[src/rtl/switch_debounce.sv]
// Eight-channel slide-switch debouncer: two-flop synchronizer, per-bit stability
// counter, clean level output plus one-cycle rise/fall pulses.
module switch_debounce #(
    parameter int unsigned CNT_MAX = 100000,
    parameter int unsigned CNT_W   = 17
) (
    input  logic       clk,
    input  logic       rst,
    input  logic [7:0] switch_raw,
    output logic [7:0] switch,
    output logic [7:0] rise,
    output logic [7:0] fall,
    output logic       changed
);

    localparam logic [CNT_W-1:0] CNT_LAST = CNT_W'(CNT_MAX - 1);
    localparam logic [CNT_W-1:0] CNT_ONE  = CNT_W'(1);

    logic [7:0]       s1;
    logic [7:0]       s2;
    logic [CNT_W-1:0] cnt [8];

    always_ff @(posedge clk) begin
        if (rst) begin
            s1     <= 8'h00;
            s2     <= 8'h00;
            switch <= 8'h00;
            rise   <= 8'h00;
            fall   <= 8'h00;
            for (int i = 0; i < 8; i++) begin
                cnt[i] <= '0;
            end
        end else begin
            s1   <= switch_raw;
            s2   <= s1;
            rise <= 8'h00;
            fall <= 8'h00;
            for (int i = 0; i < 8; i++) begin
                if (s2[i] == switch[i]) begin
                    cnt[i] <= '0;
                end else if (cnt[i] < CNT_LAST) begin
                    cnt[i] <= cnt[i] + CNT_ONE;
                end else begin
                    // Stable long enough: commit the new level and pulse its edge.
                    switch[i] <= s2[i];
                    rise[i]   <= s2[i];
                    fall[i]   <= ~s2[i];
                    cnt[i]    <= '0;
                end
            end
        end
    end

    always_comb begin
        changed = |(rise | fall);
    end

    a_no_rise_and_fall: assert property (@(posedge clk) (rise & fall) == 8'h00);

    for (genvar g = 0; g < 8; g++) begin : g_cnt_chk
        a_cnt_bound: assert property (@(posedge clk) cnt[g] <= CNT_LAST);
    end

endmodule

[config.mk]
export PLATFORM = sky130hd
export DESIGN_NAME = switch_debounce
export DESIGN_NICKNAME = d
export VERILOG_FILES = /design/src/rtl/switch_debounce.sv
export SDC_FILE = /design/constraint.sdc
export NUM_CORES = 1
export LEC_CHECK = 0
export CORE_MARGIN = 1.5
export CORE_UTILIZATION = 40
export CTS_CLUSTER_SIZE = 25
export DETAILED_ROUTE_END_ITERATION = 16
export GPL_TIMING_DRIVEN = 1
export PLACE_DENSITY = 0.53
export SYNTH_ARGS = -nofsm -noshare
export SYNTH_HDL_FRONTEND = slang
export SYNTH_SLANG_ARGS = --single-unit
export TNS_END_PERCENT = 20
[constraint.sdc]
create_clock -name clk -period 2.56 [get_ports clk]
set_input_delay 0.384 -clock clk [delete_from_list [all_inputs] [get_ports clk]]
set_output_delay 0.384 -clock clk [all_outputs]
set_load 0.02 [all_outputs]
==> run_results.csv <==
group,metric,value,unit
pwr,swShare,0.230,
grt,grt_usage,0.158,
outcome,outcome,"completed",
grt,use_met2,0.243,
drt,route.detailed.drc,0,
drt,drt-vias-per-instance,4.86,
worst_hold_path,holdPathEnd,"s2[3]$_SDFF_PP0_",
drt,drt-initial-drc-count,334,
critical_path,r2r_end,"cnt[0][60]$_SDFFCE_PP0P_",
floorplan,start_util,0.405,
yosys,syn_area_per_cell,10.9,um^2
sta,setup-tns-final,0,ns
critical_path,critPathMaxStageDelay,0.59,ns
drt,wl_per_cell,13.0,um
clocking,clkTransAtPathRegs,0.06,ns
drt,wirelength,16500,um
floorplan,die_y,151,um
grt,top_usage_layer,"met2",
sta,timing.final.hold_violations,0,
grt,grtUsageMet1,0.220,
pwr,cellInternalPower,4.63,mW
floorplan,coreArea,0.0218,mm^2
drt,drt.antenna.violating_nets,0,
placed_design,hpwl,12000,um
critical_path,reg2reg_depth,4,
drt,dr_total_vias,6164,
floorplan,chipWidth,151,um
yosys,syn_inst,808,
grt,grt_pass1_vias,6010,
critical_path,rrSetupSlack,0.36,ns
yosys,syn_area,0.00882,mm^2
pwr,power.switching,1.38,mW
pwr,irDropWorstVdd,421,uV
sta,hold_ws,0.435,ns
yosys,synth_edf_count,136,
clocking,numCtsBuffers,17,
grt,antenna_found_initial,0,
sta,timing.final.crit_share,0.910,
critical_path,worstPathCellList,"nor4_2, nand4_1, clkdlybuf4s50_1",
clocking,cts.sink_count,176,
pwr,power.density,573,mW/mm^2
yosys,async_flop_share,0,
sta,finalCriticalPeriod,2.33,ns
cells_and_area,area_growth,18.9,%
cells_and_area,final_cell_count_no_fill,1268,
run,cap_violations,0,
grt,grt_pass1_wl,28600,um
cells_and_area,nets,993,
worst_hold_path,hp-class,"register to register",
sta,rsz0062_at_grt,"false",
yosys,synthFlopType,"edfxtp_1",
clocking,htree_levels,4,
critical_path,cp.required,2.18,ns
cells_and_area,drive_gt1_frac,0.0567,
grt,grt_overflow,0,
floorplan,io_pins,35,
yosys,yosysWarnings,0,
grt,grt_max_degree,34,
critical_path,critPathArrivalTime,1.95,ns
clocking,clk_latency,0.43,ns
yosys,netlist.area_leader.share,0.463,
placed_design,port_buffers,34,
clocking,holdBufCountCts,0,
placed_design,place_congestion,0.780,
yosys,ys_ff_latch,176,
sta,worstMarginPinSlew,1.14,ns
critical_path,r2r-start,"cnt[0][53]$_SDFFCE_PP0P_",
grt,gr-usage-met3,0.0428,
floorplan,die_area,0.0229,mm^2
pwr,p_comb_frac,0.044,
critical_path,start_kind,"register",
clocking,cts_tree,"yes",
critical_path,cp-startpoint,"rise[5]$_SDFF_PP0_",
sta,slew_headroom,0.241,
pwr,seqPwrFrac,0.549,
pwr,finalPower,6.01,mW
sta,drv_slew,0,
cells_and_area,antenna_cells,0,
worst_hold_path,hold_start,"s1[3]$_SDFF_PP0_",
critical_path,crit_fanout,2,
floorplan,rows,54,
pwr,clkPwrFrac,0.407,
placed_design,dp.cells,1236,
worst_hold_path,min_path_cells,1,
sta,finalSetupViolations,0,
sta,maxClockFrequency,429,MHz
critical_path,worstSetupEndpointType,"primary output",
drt,dr.pass1.iters,4,
sta,finClkSkew,0.0122,ns
yosys,yosysTopAreaCell,"edfxtp_1",
clocking,clockRootBuffer,"clkbuf_16",
critical_path,crit_type,"register to primary output",
critical_path,crit_slowest_cell,"clkdlybuf4s50_1",
yosys,synth_area_leaders,"edfxtp_1, dfxtp_1, xor2_1",
pwr,p_leak,3.62,nW
clocking,cts_max_path_buffers,2,
yosys,seq_area_frac_synth,0.554,
yosys,synthDistinctLibCells,47,
==> kinds of logic after synthesis <==
kind of cell	count (synthesis)	share of synthesized area
DFF	176	0.554
adders and majority gates	8	0.0113
other	1	0.000425
and+or+nand+nor	398	0.242
xor gates and xnor gates	90	0.0894
buffers and inverters	41	0.0193
muxes	8	0.00908
AOI/OAI and AO/OA	86	0.0748
==> cell usage in the layout, fill, tap and decap left out, types with 2 or more instances in the layout <==
| cell | netlist | layout |
|---|---|---|
| o31ai_1 | 6 | 6 |
| mux2i_1 | 8 | 8 |
| or4_1 | 12 | 12 |
| nand3_1 | 43 | 43 |
| and2_1 | 10 | 10 |
| clkinv_2 | 0 | 5 |
| xnor2_1 | 22 | 22 |
| nor4_1 | 9 | 8 |
| o311ai_2 | 5 | 5 |
| a21oi_1 | 35 | 35 |
| nor2b_1 | 16 | 16 |
| clkbuf_16 | 0 | 17 |
| o31a_1 | 7 | 7 |
| nand2b_1 | 32 | 32 |
| conb_1 | 1 | 136 |
| and4_1 | 19 | 19 |
| dfxtp_1 | 40 | 40 |
| nand2_1 | 34 | 34 |
| nor2_1 | 114 | 114 |
| ha_1 | 8 | 8 |
| a2111oi_2 | 5 | 5 |
| and3_1 | 13 | 13 |
| clkinvlp_4 | 0 | 3 |
| clkinv_1 | 0 | 2 |
| buf_4 | 0 | 5 |
| or3_1 | 20 | 20 |
| edfxtp_1 | 136 | 136 |
| inv_6 | 0 | 2 |
| nor3_1 | 24 | 24 |
| clkdlybuf4s50_1 | 0 | 33 |
| inv_1 | 15 | 15 |
| nand4_1 | 44 | 44 |
| clkinv_4 | 0 | 2 |
| xor2_1 | 68 | 68 |
| and2_0 | 2 | 2 |
| o21ai_0 | 18 | 18 |
==> layout make-up <==
| cell class | instances | area (um^2) |
|---|---|---|
| clock inverters | 15 | 120 |
| clock buffers | 17 | 425 |
| fillers | 2029 | 11300 |
| flip-flops and latches | 176 | 4880 |
| repair buffers | 39 | 373 |
| well taps | 280 | 350 |
| multi-input cells | 726 | 4280 |
| inverters | 15 | 56.3 |
==> worst max-delay path, delay by kind of cell, from the launching register on <==
kind | cells | cell delay [ns]
buf+inv | 1 | 0.59
flops | 1 | 0.31
simple gates | 2 | 0.62
==> synthesized netlist by cell type (20+ instances only) <==
library cell / instances
a21oi_1: 35
dfxtp_1: 40
edfxtp_1: 136
nand2_1: 34
nand2b_1: 32
nand3_1: 43
nand4_1: 44
nor2_1: 114
nor3_1: 24
or3_1: 20
xnor2_1: 22
xor2_1: 68
==> flip-flops by register name, indices dropped and copies added, names as in the netlist <==
signal / count
s1: 8
rise: 8
cnt: 136
s2: 8
switch: 8
fall: 8
==> per-stage QoR <==
| step | setup slack (ns) | cell area (um^2) | utilization |
|---|---|---|---|
| 6_report | 0.231 | 10500 | 0.482 |
| 5_1_grt | 0.0674 | 10500 | 0.482 |
| 4_1_cts | 0.00594 | 10500 | 0.482 |
| 3_5_place_dp | 0.327 | 9940 | 0.457 |
| 3_3_place_gp | 0.367 | 9940 | 0.457 |
| 2_1_floorplan | 0.836 | 9330 | - |
==> worst max-delay path by stage <==
stage                                    end  cells after the start
floorplan           cnt[1][10]$_SDFFCE_PP0P_                      6
global placement    cnt[1][46]$_SDFFCE_PP0P_                      4
detailed placement  cnt[0][60]$_SDFFCE_PP0P_                      4
CTS                                  changed                      3
global route        cnt[0][60]$_SDFFCE_PP0P_                      4
finish                               changed                      3
==> metal layers <==
| layer | wire [um] | part of all wire | up-vias |
|---|---|---|---|
| met5 | 0 | 0 | - |
| met4 | 125 | 0.0076 | 0 |
| met3 | 632 | 0.038 | 9 |
| met2 | 7430 | 0.45 | 63 |
| met1 | 8340 | 0.50 | 2905 |
| li1 | - | - | 3187 |
==> power by group through the flow <==
| stage | logic [mW] | registers, mW | clock network, mW |
|---|---|---|---|
| after floorplan | 0.208 | 3.33 | 0 |
| after global placement | 0.262 | 3.36 | 0 |
| after detailed placement | 0.262 | 3.36 | 0 |
| after CTS | 0.265 | 3.30 | 2.53 |
| after global routing | 0.310 | 3.32 | 2.65 |
| final | 0.266 | 3.30 | 2.45 |
==> timing repair <==
action | in CTS | in global routing
buffers inserted | 0 | 0
endpoints found under the setup margin | 0 | 1
resized for setup | 0 | 1
Note: power is estimated with default switching activity, not from simulation.
